<file path="config.mk">
export PLATFORM = sky130hd
export DESIGN_NAME = top_key_arb
export DESIGN_NICKNAME = d
export VERILOG_FILES = /design/src/rtl/top_pkg.sv /design/src/rtl/top_rr_pick.sv /design/src/rtl/top_key_arb.sv
export SDC_FILE = /design/constraint.sdc
export NUM_CORES = 1
export LEC_CHECK = 0
export BUFFER_PORTS_ARGS = -buffer_cell sky130_fd_sc_hd__buf_2
export CAP_MARGIN = 20
export CORE_AREA = 3 3 58 60
export DETAILED_ROUTE_END_ITERATION = 10
export DIE_AREA = 0 0 61 63
export PLACE_DENSITY = 0.77
export SETUP_SLACK_MARGIN = 0.3
export SYNTH_ARGS = -nofsm -noshare
export SYNTH_HDL_FRONTEND = slang
export SYNTH_SLANG_ARGS = --single-unit
</file>
<file path="constraint.sdc">
create_clock -name main_clk_i -period 2.3 [get_ports main_clk_i]
set_clock_uncertainty 0.05 [all_clocks]
set_input_delay 0.69 -clock main_clk_i [delete_from_list [all_inputs] [get_ports main_clk_i]]
set_output_delay 0.69 -clock main_clk_i [all_outputs]
set_load 0.03 [all_outputs]
</file>
<file path="src/rtl/top_pkg.sv">
// top_pkg: shared arbiter state type, burst default and counter sizing helper
package top_pkg;
   typedef enum logic [0:0] {
      ST_IDLE = 1'b0,
      ST_LOCK = 1'b1
   } state_e;
   localparam int MAX_BURST_DEF = 16;
   // beat counter must hold max_burst, never narrower than 3 bits
   function automatic int cnt_w(input int max_burst);
      return ($clog2(max_burst + 1) > 3) ? $clog2(max_burst + 1) : 3;
   endfunction
endpackage

</file>
<file path="src/rtl/top_rr_pick.sv">
// top_rr_pick: combinational round-robin pick, first request at or above ptr_i with wrap
//   req_i  : request vector
//   ptr_i  : index where the search starts
//   gnt_o  : one-hot winner, zero when no request
module top_rr_pick #(
   parameter int num_req_p = 4,
   parameter int idx_w_p = 2
) (
   input  logic [num_req_p-1:0] req_i,
   input  logic [idx_w_p-1:0]   ptr_i,
   output logic [num_req_p-1:0] gnt_o
);
   logic [num_req_p-1:0] rot, pick;
   // rotate so ptr_i lands at bit 0, keep the lowest set bit, rotate back
   always_comb begin
      rot = num_req_p'({req_i, req_i} >> ptr_i);
      pick = rot & (~rot + 1'b1);
      gnt_o = num_req_p'(({pick, pick} << ptr_i) >> num_req_p);
   end
endmodule

</file>
<file path="src/rtl/top_key_arb.sv">
// top_key_arb: round-robin burst arbiter merging requesters into one registered key stream
//   main_clk_i, main_rst_i     : clock, synchronous active-high reset
//   req_valid_i/accept_o/data_i/last_i : per-requester beat handshake
//   key_valid_o/accept_i/data_o         : shared output stream from the output register
//   grant_o : one-hot owner (zero when idle), busy_o : grant held or output register full
module top_key_arb
   import top_pkg::*;
#(
   parameter int num_req_p = 4,
   parameter int width_p = 9,
   parameter int max_burst_p = MAX_BURST_DEF
) (
   input  logic                 main_clk_i,
   input  logic                 main_rst_i,
   input  logic [num_req_p-1:0] req_valid_i,
   output logic [num_req_p-1:0] req_accept_o,
   input  logic [width_p-1:0]   req_data_i [0:num_req_p-1],
   input  logic [num_req_p-1:0] req_last_i,
   output logic                 key_valid_o,
   input  logic                 key_accept_i,
   output logic [width_p-1:0]   key_data_o,
   output logic [num_req_p-1:0] grant_o,
   output logic                 busy_o
);
   localparam int idx_w = $clog2(num_req_p);
   localparam int cnt_wl = cnt_w(max_burst_p);
   state_e state_q, state_d;
   logic [num_req_p-1:0] grant_q, grant_d, pick;
   logic [idx_w-1:0] ptr_q, ptr_d, gidx;
   logic [cnt_wl-1:0] cnt_q, cnt_d;
   logic kv_q, kv_d;
   logic [width_p-1:0] kd_q, kd_d, sel_data;
   logic xfer, last_beat, done;

   top_rr_pick #(.num_req_p(num_req_p), .idx_w_p(idx_w)) u_pick (
      .req_i(req_valid_i),
      .ptr_i(ptr_q),
      .gnt_o(pick)
   );

   always_comb begin
      sel_data = '0;
      gidx = '0;
      for (int i = 0; i < num_req_p; i++)
         if (grant_q[i]) begin
            sel_data = req_data_i[i];
            gidx = idx_w'(i);
         end
   end

   // the owner may push whenever the output register has room or is draining this cycle
   assign req_accept_o = (state_q == ST_LOCK && (!kv_q || key_accept_i)) ? grant_q : '0;
   assign xfer = |(req_valid_i & req_accept_o);
   assign last_beat = |(req_last_i & grant_q);
   assign done = xfer && (last_beat || cnt_q + 1'b1 == cnt_wl'(max_burst_p));

   always_comb begin
      state_d = state_q;
      grant_d = grant_q;
      ptr_d = ptr_q;
      cnt_d = cnt_q;
      if (state_q == ST_IDLE) begin
         if (|req_valid_i) begin
            state_d = ST_LOCK;
            grant_d = pick;
         end
      end else if (done) begin
         state_d = ST_IDLE;
         grant_d = '0;
         cnt_d = '0;
         ptr_d = (gidx == idx_w'(num_req_p - 1)) ? '0 : gidx + 1'b1;
      end else if (xfer) begin
         cnt_d = cnt_q + 1'b1;
      end
   end

   // output register drains regardless of arbiter state
   assign kv_d = xfer || (kv_q && !key_accept_i);
   assign kd_d = xfer ? sel_data : kd_q;

   always_ff @(posedge main_clk_i) begin
      if (main_rst_i) begin
         state_q <= ST_IDLE;
         grant_q <= '0;
         ptr_q <= '0;
         cnt_q <= '0;
         kv_q <= 1'b0;
         kd_q <= '0;
      end else begin
         state_q <= state_d;
         grant_q <= grant_d;
         ptr_q <= ptr_d;
         cnt_q <= cnt_d;
         kv_q <= kv_d;
         kd_q <= kd_d;
      end
   end

   assign key_valid_o = kv_q;
   assign key_data_o = kd_q;
   assign grant_o = grant_q;
   assign busy_o = (state_q == ST_LOCK) || kv_q;
endmodule
</file>
=== Word-level counts from Yosys, hierarchy flattened ===
Index checks and enable logic that the tools add are counted.

* Output and inout bits: 19
* Word-level logic and storage cells: 52
* Register bits after elaboration: 22

* Reductions and logical operators: 17
* Multiplexer cells: 17
* $add $sub $neg: 3
* Bitwise operators: 4
* Equal/unequal tests: 3
* Shift-type cells: 2

{| class="wikitable"
|+ Operator list
! operator !! count
|-
| two-way mux 9 bit || 4
|-
| two-way mux 4 bit || 4
|-
| bitwise AND 4 bit || 3
|-
| OR reduction 4 bit || 3
|-
| two-way mux 5 bit || 2
|-
| << shifter 8 x 2 -> 8 bit || 1
|-
| right shift 8 x 2 -> 4 bit || 1
|-
| two-way mux 2 bit || 3
|-
| AND reduction 2 bit || 3
|-
| adder 5 x 1 -> 5 bit, second input constant || 1
|-
| equality test 5 bit, second input constant || 1
|-
| adder 4 x 1 -> 4 bit, second input constant || 1
|-
| logical OR 1 bit || 4
|-
| two-way mux 1 bit || 4
|-
| inverter 4 bit || 1
|-
| nonzero test 2 bit || 2
|-
| logical AND 1 bit || 3
|-
| adder 2 x 1 -> 2 bit, second input constant || 1
|-
| equality test 2 bit, second input constant || 1
|-
| logical NOT 1 bit || 2
|-
| != test 2 x 1 -> 1 bit, second input constant || 1
|}

=== Logic depth before layout (Yosys ltp) ===
* Depth after elaboration: 9
* Depth in mapped cells: 6
* Mapped depth without buffers: 5

=== Cells and area by module ===
Synthesis repeated with hierarchy kept, for this count alone.

* Cell total of the unflattened synthesis: 175
* Area, all modules: 1332.5 µm²

{| class="wikitable"
|+ By module, submodules not included
! module !! sequential area each (µm²) !! cells each !! times used !! area each (µm²)
|-
| top_key_arb || 440.4 || 159 || 1 || 1233.7
|-
| top_rr_pick || 0.0 || 16 || 1 || 98.8
|}

=== Least setup slack after synthesis ===
Ideal clock, no wire load.

* Path type: input to register
* Start point: in req_last_i[1]
* End point: reg cnt_q[3]
* Stages: 5
* Arrival time: 1953 ps
* Library setup time: 74 ps
* Slack: 222 ps
* Path through: a22o_1 a221oi_4 o21ai_2 or4_1 a31oi_1

* Word-level cells in the longest chain between the ends: 6

{| class="wikitable"
|+ RTL lines
! what !! RTL line !! RTL
|-
| from (decl) || top_key_arb.sv:18 || <nowiki>input logic [num_req_p-1:0] req_last_i,</nowiki>
|-
| bitwise AND 4 bit * || top_key_arb.sv:54 || <nowiki>assign last_beat = |(req_last_i & grant_q);</nowiki>
|-
| OR reduction 4 bit * || top_key_arb.sv:54 ||
|-
| logical OR 1 bit * || top_key_arb.sv:55 || <nowiki>assign done = xfer && (last_beat || cnt_q + 1'b1 == cnt_wl'(max_burst_p));</nowiki>
|-
| logical AND 1 bit * || top_key_arb.sv:55 ||
|-
| nonzero test 2 bit (no line) || -- ||
|-
| AND reduction 2 bit (no line) || -- ||
|-
| to (signal assigned) || top_key_arb.sv:93 || <nowiki>cnt_q <= cnt_d;</nowiki>
|-
| to (decl) || top_key_arb.sv:30 || <nowiki>logic [cnt_wl-1:0] cnt_q, cnt_d;</nowiki>
|}

Every way passes the cells marked *; elsewhere a longest branch is shown, timed or not.
A chain may end at the register's enable or synchronous reset.

=== Worst setup path after layout ===
* Start point: in key_accept_i
* End point: out req_accept_o[3]

* Word-level cells in the longest chain between the ends: 3

{| class="wikitable"
|+ RTL lines
! what !! RTL line !! RTL
|-
| from (decl) || top_key_arb.sv:20 || <nowiki>input logic key_accept_i,</nowiki>
|-
| logical OR 1 bit || top_key_arb.sv:52 || <nowiki>assign req_accept_o = (state_q == ST_LOCK && (!kv_q || key_accept_i)) ? grant_q : '0;</nowiki>
|-
| logical AND 1 bit || top_key_arb.sv:52 ||
|-
| two-way mux 4 bit || top_key_arb.sv:52 ||
|-
| to (decl) || top_key_arb.sv:16 || <nowiki>output logic [num_req_p-1:0] req_accept_o,</nowiki>
|}

Every way passes these cells.

==> results by group <==
Run status
  • Run status: finished clean

Pwr
  • VDD IR-drop max: 209 uV
  • Cell area power density: 510 mW/mm2
  • Static leakage: roughly 0.77 nW

Route
  • DRC violation count after routing: 0
  • Per-cell via count in the routed design: approximately 5.7
  • Routed vias: 1546
  • Final routed wire length divided by cell count: 14.4 um
  • Detailed-routing iteration count for the pre-antenna-repair pass: 4
  • Count of routing violations after the opening detailed-route iteration: 72
  • Aggregate routed wire length: 3.87 mm
  • Post-route antenna net violation count: 0

Synth
  • Sequential-to-total area share from yosys stat: roughly 34%
  • Post-synthesis average cell area: 7.72 um2
  • Area share of the largest cell type after synthesis: 33.9%
  • Number of distinct library cell variants in the gate-level netlist after synthesis: 37
  • Yosys top cell by area: dfxtp_1
  • Synthesized netlist cell count: 168
  • Leading post-synthesis cells by cell area: dfxtp_1, nor2_1, nor3_1, a221oi_1, a211oi_1
  • YS warnings: 0
  • Total of flip-flops plus latches after synthesis: 22
  • Area of the mapped netlist: 0.00130 mm2
  • Net Count, Synth: 216

Finish
  • Fraction of final layout cells sized beyond drive strength 1: 38.1%
  • Final std cells w/o fill: approximately 270
  • Area growth from synthesis to layout: 39.8%
  • Final layout net count: 285
  • Final core occ: 60.9%
  • Antenna diode count: 0

Clocking
  • Total CTS buffers: 3
  • Insertion delay to the later sink of the worst-skew pair: between 300 and 400 ps
  • Clock root buffer: clkbuf_4
  • Maximum buffer depth of the clock tree: 2
  • Deepest level of the CTS H-tree: 1
  • CTS tree: done
  • Clock transition at path regs: 130 ps
  • Clock Sink Count: 22
  • # hold bufs at CTS: 0

Floorplanning
  • Effective utilization at floorplan: 43.6%
  • Overall die height: 63 um
  • Standard-cell row count: 20
  • Core outline area: 0.00298 mm2
  • Count of pins on the block boundary: 66
  • Die area: 0.00384 mm2
  • Chip Width: 61 um

Placement
  • Hpwl dp: about 2.8 mm
  • Placed cell count: 263
  • Routability congestion estimate: 0.868
  • I/O Buffers: 65

Setup path
  • Worst Path Arrival: 1260 ps
  • Depth of the worst register-to-register path: 5
  • Critical Path Source Type: primary input
  • Reg-to-reg slack, setup: 540 ps
  • Reg-to-reg critical path startpoint: cnt_q[0]$_SDFFE_PP0P_
  • Worst r2r dst: ptr_q[1]$_SDFFE_PP0P_
  • Critical path type: in2out
  • Maximum fanout count along the critical path: 6
  • Critical path data required time: 1560 ps
  • Critical Path End Type: primary output

Global route
  • Global-route wire length before repair: 6.13 mm
  • Maximum number of pins on one net before global-route repair: 22
  • Global Route Usage Sum: 20.4%
  • Overflow left after global routing: 0
  • Number of antenna violations at the first check in global routing: 0
  • Via count of the first global-routing pass: 1366

STA
  • Max Transition Viols Final: 0
  • RSZ-0062 raised after global routing: true
  • Final Hold Vio Count: 0
  • Transition at the pin with the smallest max-transition slack: 419 ps
  • Setup total negative slack: 0 ps
  • Worst slew slack as a fraction of its limit: between 70 and 80%
  • Post-route minimum period: about 2000 ps
  • Total setup violations reported at the end of the flow: 0
  • Peak Freq: 501 MHz
  • Part of the cycle the worst path needs: 86.8%

Min path
  • Hold Path Stages: 2
  • End point of the most critical hold path: key_data_o[3]$_SDFFE_PP0P_
  • Hold Crit Start: key_data_o[3]$_SDFFE_PP0P_
  • Hold/Removal Path Class: reg2reg

Flow run
  • Number of max-capacitance violations reported: 0
==> Yosys cell counts <==
library cell	count
a211oi_1	10
a21boi_0	1
a21oi_1	12
a221oi_1	9
a221oi_4	1
a22o_1	4
a31oi_1	1
a32o_1	2
a32oi_1	1
and3_1	4
buf_1	1
clkbuf_1	9
clkinv_1	1
dfxtp_1	22
ha_1	1
inv_1	2
mux2_2	1
nand2_1	4
nand2b_1	3
nand3_1	4
nand3b_1	1
nand4b_1	1
nor2_1	33
nor2b_1	3
nor3_1	18
nor4_1	1
nor4b_1	1
o211a_1	1
o211ai_1	1
o211ai_2	1
o21a_1	3
o21ai_0	4
o21ai_2	1
o22ai_1	2
o2bb2ai_1	1
or2_2	1
or4_1	2
==> metal layers <==
metal	vias to the layer above	wire length, um	track usage [%]
li1	775	-	-
met1	704	1700	27.7
met2	63	1860	32.1
met3	4	250	2.27
met4	0	55	8.13
met5	-	0	0
==> state kept, by name, summed over array words and instances (netlist names) <==
register and count:
key_data_o 9, cnt_q 5, grant_o 4, ptr_q 2
key_valid_o 1, state_q 1
==> cells in the final DEF, fill, tap and decap left out, types with 2 or more instances in the layout <==
master    synthesis  final
buf_2             0     60
nor2_1           33     33
dfxtp_1          22     20
nor3_1           18     18
a21oi_1          12     12
a211oi_1         10     10
a221oi_1          9      9
buf_4             0      8
buf_6             0      6
and3_4            0      4
a22o_1            4      4
o21ai_0           4      4
nand2_1           4      4
nand3_1           4      4
nor2b_1           3      3
o21a_1            3      3
clkbuf_4          0      3
nand2b_1          3      2
inv_1             2      2
o22ai_1           2      2
a32o_1            2      2
or4_1             2      2
==> timing repair <==
action | CTS | global route
setup buffers | 1 | 1
endpoints found under the setup margin | 4 | 5
gates resized for setup | 14 | 4
cloned | 0 | 0
==> per-stage QoR <==
stage          worst slack (ps)  hold slack, ps  cell area (um2)  power (mW)
3_5_place_dp                165             429             1680       0.627
5_1_grt                     285             470             1810       0.967
4_1_cts                     300             451             1790       0.932
6_report                    304             448             1810       0.926
2_1_floorplan               308             408             1300       0.539
3_3_place_gp                183             422             1680       0.625
==> final cells by class <==
type / count / area, um2
repair buffers: 74 / 428
clock inverters: 1 / 30.0
flip-flops and latches: 22 / 445
inverters: 3 / 11.3
multi-input cells: 133 / 836
fillers: 284 / 1160
well taps: 33 / 41.3
clock buffers: 3 / 22.5
==> how the worst max path moves through the flow <==
stage / cells past startpoint / end / slack, ps / startpoint
2_1_floorplan: 2 / req_accept_o[1] / 310 / grant_o[1]$_SDFFE_PP0P_
3_3_place_gp: 4 / req_accept_o[1] / 180 / key_accept_i
3_5_place_dp: 4 / req_accept_o[1] / 160 / key_accept_i
4_1_cts: 2 / busy_o / 300 / state_q$_SDFF_PP0_
5_1_grt: 4 / req_accept_o[1] / 280 / key_accept_i
6_report: 4 / req_accept_o[3] / 300 / key_accept_i
==> critical path, cell delays in order <==
cell and delay, ps:
buf_6 90, nand2b_4 150, and3_4 190, buf_6 130
==> power breakdown <==
| group | total (mW) | internal [mW] | switching [mW] |
|---|---|---|---|
| clock | 0.298 | 0.176 | 0.122 |
| combinational | 0.214 | 0.0951 | 0.119 |
| sequential | 0.414 | 0.396 | 0.0178 |
| total | 0.926 | 0.667 | 0.259 |
==> cell families after synthesis <==
family                   Yosys count  share of synthesized area (%)
AND/OR/NAND/NOR                   76                           28.1
AO/OA/AOI/OAI                     55                           32.4
flip-flops                        22                           33.9
buffers and inverters             13                           3.76
multiplexers                       1                          0.868
adder cells (fa/ha/maj)            1                          0.964
Note: power is estimated with default switching activity, not from simulation.
